### src/rtl/mips_mult_pkg.sv
// Shared constants and FSM state type for the execute-stage Booth multiplier.
package mips_mult_pkg;

  localparam int MULT_WIDTH = 32;
  localparam int MULT_STEPS = MULT_WIDTH + 1;
  localparam int MULT_CNT_W = 6;

  typedef enum logic [1:0] {
    IDLE = 2'd0,
    CALC = 2'd1,
    DONE = 2'd2
  } mult_state_e;

endpackage

### src/rtl/booth_step.sv
// One radix-2 Booth iteration: conditional add/subtract of M, then arithmetic
// right shift of {A,Q,q_m1}.
module booth_step #(
  parameter int WIDTH = 32
) (
  input  logic signed [WIDTH+1:0] a,
  input  logic        [WIDTH:0]   q,
  input  logic                    q_m1,
  input  logic signed [WIDTH:0]   m,
  output logic signed [WIDTH+1:0] next_a,
  output logic        [WIDTH:0]   next_q,
  output logic                    next_q_m1
);

  logic signed [WIDTH+1:0] m_wide;
  logic signed [WIDTH+1:0] sum;

  // A carries one guard bit over M so that A-M for the most negative M cannot wrap.
  assign m_wide = {m[WIDTH], m};

  always_comb begin
    sum = a;
    case ({q[0], q_m1})
      2'b01:   sum = a + m_wide;
      2'b10:   sum = a - m_wide;
      default: sum = a;
    endcase
    next_a    = {sum[WIDTH+1], sum[WIDTH+1:1]};
    next_q    = {sum[0], q[WIDTH:1]};
    next_q_m1 = q[0];
  end

endmodule

### src/rtl/booth_mult_unit.sv
// Multi-cycle Booth multiplier for mult/multu in the execute stage; stalls the
// front of the pipeline while iterating and commits hi/lo on completion.
module booth_mult_unit
  import mips_mult_pkg::*;
#(
  parameter int WIDTH = MULT_WIDTH,
  parameter int STEPS = WIDTH + 1
) (
  input  logic             clk,
  input  logic             rst,
  input  logic             start,
  input  logic             is_unsigned,
  input  logic [WIDTH-1:0] multiplicand,
  input  logic [WIDTH-1:0] multiplier,
  input  logic             flush,
  output logic             busy,
  output logic             stall,
  output logic             done,
  output logic [WIDTH-1:0] hi,
  output logic [WIDTH-1:0] lo
);

  localparam int CNT_W = (STEPS < (2 ** MULT_CNT_W)) ? MULT_CNT_W : $clog2(STEPS + 1);

  mult_state_e state, next_state;

  logic signed [WIDTH+1:0] acc;
  logic        [WIDTH:0]   q_reg;
  logic                    q_m1;
  logic signed [WIDTH:0]   m_reg;
  logic        [CNT_W-1:0] count;

  logic signed [WIDTH+1:0] step_a;
  logic        [WIDTH:0]   step_q;
  logic                    step_q_m1;
  logic        [2*WIDTH-1:0] product;
  logic                    accept;
  logic                    last_step;

  function automatic logic signed [WIDTH:0] extend_operand(input logic [WIDTH-1:0] v,
                                                           input logic uns);
    return {(uns ? 1'b0 : v[WIDTH-1]), v};
  endfunction

  booth_step #(.WIDTH(WIDTH)) u_step (
    .a         (acc),
    .q         (q_reg),
    .q_m1      (q_m1),
    .m         (m_reg),
    .next_a    (step_a),
    .next_q    (step_q),
    .next_q_m1 (step_q_m1)
  );

  assign accept    = (state == IDLE) && start && !flush;
  assign last_step = (count == CNT_W'(STEPS - 1));
  // Only the low 2*WIDTH bits of {A,Q} are the product; the rest is sign extension.
  assign product   = {step_a[WIDTH-2:0], step_q};

  assign busy  = (state == CALC);
  assign done  = (state == DONE);
  assign stall = !rst && (accept || (state == CALC));

  always_comb begin
    next_state = state;
    case (state)
      IDLE:    if (accept) next_state = CALC;
      CALC: begin
        if (flush)          next_state = IDLE;
        else if (last_step) next_state = DONE;
      end
      DONE:    next_state = IDLE;
      default: next_state = IDLE;
    endcase
  end

  always_ff @(posedge clk or posedge rst) begin
    if (rst) state <= IDLE;
    else     state <= next_state;
  end

  // operand load, iteration and result commit
  always_ff @(posedge clk or posedge rst) begin
    if (rst) begin
      acc   <= '0;
      q_reg <= '0;
      q_m1  <= 1'b0;
      m_reg <= '0;
      count <= '0;
      hi    <= '0;
      lo    <= '0;
    end else begin
      case (state)
        IDLE: begin
          if (accept) begin
            m_reg <= extend_operand(multiplicand, is_unsigned);
            q_reg <= extend_operand(multiplier, is_unsigned);
            acc   <= '0;
            q_m1  <= 1'b0;
            count <= '0;
          end
        end
        CALC: begin
          if (!flush) begin
            acc   <= step_a;
            q_reg <= step_q;
            q_m1  <= step_q_m1;
            count <= count + CNT_W'(1);
            if (last_step) begin
              hi <= product[2*WIDTH-1:WIDTH];
              lo <= product[WIDTH-1:0];
            end
          end
        end
        default: ;
      endcase
    end
  end

endmodule

### config.mk
export PLATFORM = sky130hd
export DESIGN_NAME = booth_mult_unit
export DESIGN_NICKNAME = d
export VERILOG_FILES = /design/src/rtl/mips_mult_pkg.sv /design/src/rtl/booth_step.sv /design/src/rtl/booth_mult_unit.sv
export SDC_FILE = /design/constraint.sdc
export NUM_CORES = 1
export LEC_CHECK = 0
export BUFFER_PORTS_ARGS = -buffer_cell sky130_fd_sc_hd__buf_4
export CORE_UTILIZATION = 58
export CTS_BUF_LIST = sky130_fd_sc_hd__clkbuf_16
export DETAILED_ROUTE_END_ITERATION = 10
export MAX_ROUTING_LAYER = met4
export PLACE_DENSITY = 0.81
export SYNTH_ARGS = -nofsm -noshare
export SYNTH_HDL_FRONTEND = slang
export SYNTH_SLANG_ARGS = --single-unit
### constraint.sdc
create_clock -name clk -period 6.6 [get_ports clk]
set_clock_uncertainty 0.15 [all_clocks]
set_input_delay 1.32 -clock clk [delete_from_list [all_inputs] [get_ports clk]]
set_output_delay 1.32 -clock clk [all_outputs]
set_load 0.005 [all_outputs]
==> results of run 1 <==
[power by group through the flow]
stage                     Combinational [mW]  Sequential [mW]  Clock, mW
final                                   2.24             1.44      0.980
after global routing                    2.47             1.46       1.04
after CTS                               2.20             1.43      0.993
after detailed placement                2.18             1.45          0
after global placement                  2.13             1.44          0
after floorplan                         1.72             1.39          0
[worst min-delay path: cells and delay by family (launching register included)]
kind | cells | cell delay, ps
DFF | 1 | 340
and+or+nand+nor | 2 | 100
[worst max-delay path by stage]
stage          slack, ps      to     start  cells past startpoint
2_1_floorplan        470  acc[0]       rst                      1
3_3_place_gp        1860  hi[25]  m_reg[2]                     15
3_5_place_dp        1740  hi[25]  m_reg[2]                     15
4_1_cts             1700  hi[25]  m_reg[2]                     15
5_1_grt             1460  hi[25]  m_reg[2]                     15
6_report            1600  hi[25]  m_reg[2]                     15
[synth_stat cells, types with 2 or more instances]
master     count  area, sq um
a211oi_1       2        15.01
clkbuf_1      58        217.7
nand2_1      348         1306
nand4_1       12        75.07
nor4_1         5        31.28
nand2b_1       3        18.77
or4_1          7        52.55
ha_1          37        462.9
xnor2_1       41        359.1
nor3_1        16        80.08
o21a_1         2        15.01
o21bai_1       6        45.04
a211o_1        3        26.28
o2111ai_1      2        17.52
a32oi_1        3        26.28
mux2_2        10        112.6
or3_1          4        25.02
o41ai_1        2        17.52
nor2b_1        4        25.02
and3_1        12        75.07
a31oi_1       46        287.8
xor2_1        19        166.4
o211a_1        2        20.02
and2_1         2        12.51
nand3_1       18        90.09
inv_1         26        97.59
mux2i_1       12        120.1
nor2_1        72        270.3
buf_1          6        22.52
o31ai_1        3        22.52
a21boi_0       2        15.01
nor3b_1        2        15.01
dfrtp_1      172         4304
a21oi_1       54        270.3
a22o_1        20        175.2
a21o_1        22        165.2
o21ai_0       58        290.3
o211ai_1       4        30.03
[per-stage QoR]
| step | setup WS (ps) | hold slack [ps] | util (%) | std cells |
|---|---|---|---|---|
| finish | 1598 | 323.7 | 70.91 | 1470 |
| global route | 1458 | 351.3 | 70.91 | 1470 |
| CTS | 1698 | 330.8 | 70.91 | 1470 |
| detailed placement | 1742 | 314.0 | 67.28 | 1438 |
| global placement | 1858 | 308.4 | 67.28 | 1438 |
| floorplan | 469.9 | 310.5 | - | 1137 |
[cell families after synthesis]
kind of cell    count (synthesis)  synth area share (%)
buf+inv                        90                 3.522
xor+xnor                       60                 5.478
simple gates                  514                 22.75
compound gates                241                 15.93
mux                            22                 2.426
flops                         172                 44.87
fa+ha+maj                      38                 5.035
[metal layers]
layer	vias up	track usage, %	share of wire [%]
li1	4102	-	-
met1	4069	42.99	46
met2	340	43.51	45
met3	42	5.700	7.1
met4	0	10.62	2.1
met5	-	-	0
[cells in the final DEF, fill, tap and decap left out, drive strengths merged, types with 4 or more instances in the layout]
master,instances
nand2,348
dfrtp,172
buf,149
nor2,72
o21ai,58
a21oi,55
a31oi,46
xnor2,41
ha,37
inv,32
a21o,22
a22o,20
xor2,19
nand3,18
clkbuf,17
nor3,16
and3,12
nand4,12
mux2i,12
mux2,10
or4,8
clkinv,8
nor4,7
o21bai,6
or3,4
nor2b,4
o211ai,4
[area by class of cell]
| class | instances | area [sq um] |
|---|---|---|
| repair buffers | 149 | 1119 |
| multi-input cells | 875 | 4970 |
| fillers | 1323 | 4654 |
| clock inverters | 15 | 155.1 |
| flip-flops and latches | 172 | 4304 |
| inverters | 26 | 102.6 |
| clock buffers | 17 | 425.4 |
| well taps | 216 | 270.3 |
==> flow_metrics.tcl, run 1 <==
set metrics [dict create \
    outcome "completed" \
    finalSetupTns_ps 0 \
    r2r_slack_ps 1600 \
    track_usage_pct 30.35 \
    cts_max_path_buffers 2 \
    antenna_found_initial 0 \
    cts_num_sinks 172 \
    ys_seq_area_share_pct 44.87 \
    insertion_delay_ps 450 \
    clkPwrFrac_pct 21.0 \
    seq_power_share_pct 30.9 \
    crit_type "reg2reg" \
    die_w_um 130.6 \
    cts_root_buffer "clkbuf_16" \
    period_needed_ps 5002 \
    holdCritPathClass "reg2reg" \
    postCtsHoldBufs 0 \
    p_sw_mw 2.026 \
    internal_power_mw 2.631 \
    cp_max_fo 6 \
    gp_congestion 0.9686 \
    placement.io_buffers 135 \
    synth.distinct_cells 58 \
    synth_area_sq_mm 0.009593 \
    cp_cell_sequence "or4_4 > or4_1 > nor2_1 > a21oi_1 > xnor2_1 > ha_1 > a21o_1 > a21o_1 > a221o_1 > a21oi_1 > o2111ai_1 > a31oi_1 > xor2_1 > o21ai_0 > mux2_2" \
    hold_path.startpoint "hi[15]" \
    vias 8553 \
    cp_slowest_cell "or4_4" \
    p_sw_share_pct 43.50 \
    p_total_mw 4.658 \
    maxSlewViolCount 0 \
    numCtsBuffers 17 \
    syn_avg_cell_area_sq_um 8.437 \
    wl_per_cell_um 16.50 \
    timing.final.hold_violations 0 \
    dieHeight_um 130.6 \
    worstHoldPathCells 2 \
    cp.required_ps 6780 \
    finalSetupViolCount 0 \
    final_area_sq_mm 0.01135 \
    synth_seq_cells 172 \
    postRouteAntennaNets 0 \
    clock.fmax_ghz 0.1999 \
    drive_gt1_share_pct 16.19 \
    max-slew-margin-rel_pct 46.87 \
    postCtsSetupBuffers 0 \
    vias_per_cell 5.818 \
    synth.net_count 1244 \
    grt_max_degree 68 \
    ir_worst_vdd_v 0.0002401 \
    drtPass1Iterations 5 \
    start_util_pct 59.95 \
    route.detailed.drc 0 \
    critPathLaunchType "register" \
    worstPathArrival_ps 5180 \
    tightest_slew_ps 796.9 \
    p_per_area_mw_per_mm2 410.5 \
    routed_wl_um 24250 \
    insertedDiodeCount 0 \
    grt_overflow 0 \
    maxCapViolCount 0 \
    grt_pass1_wl_um 38900 \
    critPathTopFamily "compound AO/OA/AOI/OAI gates" \
    yosysWarningCount 0 \
    row_count 46 \
    synth_edf_count 0 \
    cp.buffers_inverters 0 \
    synth_ff_type "dfrtp_1" \
    leakage_nw 5.774 \
    syn2layout_area_growth_pct 18.27 \
    rsz0062_at_grt "no" \
    crit_path_max_incr_delay_ps 590 \
    nNetsFinal 1348 \
    combPwrFrac_pct 48.1 \
    end_kind "register" \
    r2r-end "hi[25]" \
    h-tree-depth 4 \
    die_area_sq_mm 0.01706 \
    drt_iter0_drc 661 \
    synthCells 1137 \
    fin_crit_sh_pct 75.79 \
    placed_cell_area_sq_mm 0.01077 \
    reg2regPathDepth 15 \
    io_pins 136 \
    dp_hpwl_um 16540 \
    async_flop_share_pct 100.0 \
    core_sq_mm 0.01600 \
    r2r-start "m_reg[2]" \
    grt_pass1_vias 7675 \
    clk_pin_slew_ps 70 \
    post_cts_resized 0 \
    cts_tree "yes" \
    hold_end "hi[15]" \
]
Power figures use the tool's default switching activity.
==> run 2: changes to the inputs <==
Clock period 6.6 ns to 4.9 ns, I/O delays scaled along.
==> run 2 against run 1 <==
Effect of this change: sequential power rose by 35%; sequential share of layout area fell by 0.096 points; sequential cell count did not move; critical endpoint unchanged.
==> flow_metrics.tcl, run 2 (synthesis gave the netlist of run 1 again) <==
set metrics [dict create \
    grt_pass1_vias 7854 \
    maxSlewViolCount 0 \
    h-tree-depth 4 \
    rsz0062_at_grt "no" \
    drtPass1Iterations 5 \
    r2r-end "hi[25]" \
    io_pins 136 \
    insertion_delay_ps 440 \
    combPwrFrac_pct 48.1 \
    drt_iter0_drc 849 \
    antenna_found_initial 0 \
    critPathLaunchType "register" \
    fin_crit_sh_pct 92.87 \
    end_kind "register" \
    route.detailed.drc 0 \
    r2r_slack_ps 350 \
    cts_max_path_buffers 2 \
    die_w_um 130.6 \
    cp_max_fo 6 \
    r2r-start "m_reg[2]" \
    postCtsSetupBuffers 0 \
    syn2layout_area_growth_pct 18.57 \
    worstHoldPathCells 2 \
    postRouteAntennaNets 0 \
    worst_setup_path_startpoint "m_reg[2]" \
    p_per_area_mw_per_mm2 552.4 \
    p_sw_share_pct 42.80 \
    internal_power_mw 3.595 \
    fin_util_pct 71.09 \
    outcome "completed" \
    max-slew-margin-rel_pct 37.60 \
    maxCapViolCount 0 \
    grt_max_degree 173 \
    cts_num_sinks 172 \
    cp-endpoint "hi[25]" \
    tightest_slew_ps 934.7 \
    num-fill-cells 1316 \
    wl_per_cell_um 16.88 \
    cp.required_ps 5070 \
    vias_per_cell 5.842 \
    gp_congestion 0.9846 \
    crit_type "reg2reg" \
    holdCritPathClass "reg2reg" \
    grt_overflow 0 \
    worstPathArrival_ps 4720 \
    grt_pass1_wl_um 39720 \
    clk_pin_slew_ps 70 \
    cts_tree "yes" \
    timing.final.hold_violations 0 \
    placement.io_buffers 135 \
    cts_root_buffer "clkbuf_16" \
    routed_wl_um 24840 \
    finalSetupViolCount 0 \
    die_area_sq_mm 0.01706 \
    leakage_nw 5.772 \
    drive_gt1_share_pct 16.40 \
    final_common_cell "nand2_1" \
    layout_common_cells "nand2_1, dfrtp_1, buf_4" \
    track_usage_pct 31.12 \
    nNetsFinal 1351 \
    seq_power_share_pct 30.9 \
    p_sw_mw 2.689 \
    clock.fmax_ghz 0.2198 \
    period_needed_ps 4550 \
    insertedDiodeCount 0 \
    start_util_pct 59.95 \
    ir_worst_vdd_v 0.0003278 \
    reg2regPathDepth 15 \
    dieHeight_um 130.6 \
    clkPwrFrac_pct 20.9 \
    dp_hpwl_um 16770 \
    row_count 46 \
    hold_slack_ps 325.6 \
    core_sq_mm 0.01600 \
    vias 8599 \
    numCtsBuffers 17 \
    finalSetupTns_ps 0 \
]
==> run 2: cell count changes in the layout (fill, tap and decap cells not counted), moves of 2 or more <==
| cell | delta |
|---|---|
| inv_6 | -2 |
| clkinv_4 | -2 |
| clkinv_8 | -3 |
| clkinvlp_4 | +4 |
| buf_4 | +2 |
==> run 2: repair_timing <==
action,in CTS,in global routing
resized for setup,0,3
endpoints found under the setup margin,0,11
hold buffers,0,0
==> run 2: metal layers <==
metal	GRT usage (%)	wire, um	vias up
li1	-	-	4122
met1	42.94	11410	4132
met2	47.09	11510	304
met3	3.990	1413	41
met4	11.43	505	0
met5	-	0	-
==> run 2: critical path: stages, from the launching register on <==
cell and delay [ps]:
dfrtp_1 440, or4_4 590, or4_1 490, nor2_4 190, a21oi_1 110, xnor2_1 140, ha_1 360, a21o_1 230
a21o_1 180, a221o_1 340, a21oi_1 210, o2111ai_1 210, a31oi_1 230, xor2_1 150, o21ai_0 110, mux2_2 300
==> run 2: area by class of cell <==
cell class	instances	area [sq um]	area share (%)
Clock buffer	17	425.4	3.740
Clock inverter	14	136.4	1.199
Inverter	26	101.3	0.8910
Multi-Input combinational cell	875	4984	43.81
Sequential cell	172	4304	37.84
Tap cell	216	270.3	2.376
Timing Repair Buffer	152	1154	10.14
==> run 2: per-stage QoR <==
step	power, mW	cells	cell area (sq um)	worst slack (ps)
floorplan	4.192	1137	9597	620.9
global placement	4.860	1441	10800	338.2
detailed placement	4.899	1441	10800	242.0
CTS	6.238	1472	11360	198.4
global route	6.707	1472	11370	44.99
finish	6.284	1472	11370	349.5
==> run 2: worst min path at each step <==
stage | start | end | slack [ps]
global route | hi[13] | hi[13] | 350
finish | lo[21] | lo[21] | 330
global placement | lo[25] | lo[25] | 310
floorplan | q_reg[31] | lo[30] | 310
CTS | hi[9] | hi[9] | 330
detailed placement | lo[0] | lo[0] | 310
==> run 2: power by group through the flow <==
stage,Combinational (mW),Sequential (mW),Clock [mW]
after floorplan,2.32,1.87,0
after global placement,2.91,1.95,0
after detailed placement,2.95,1.95,0
after CTS,2.98,1.93,1.33
after global routing,3.35,1.98,1.38
final,3.02,1.94,1.32
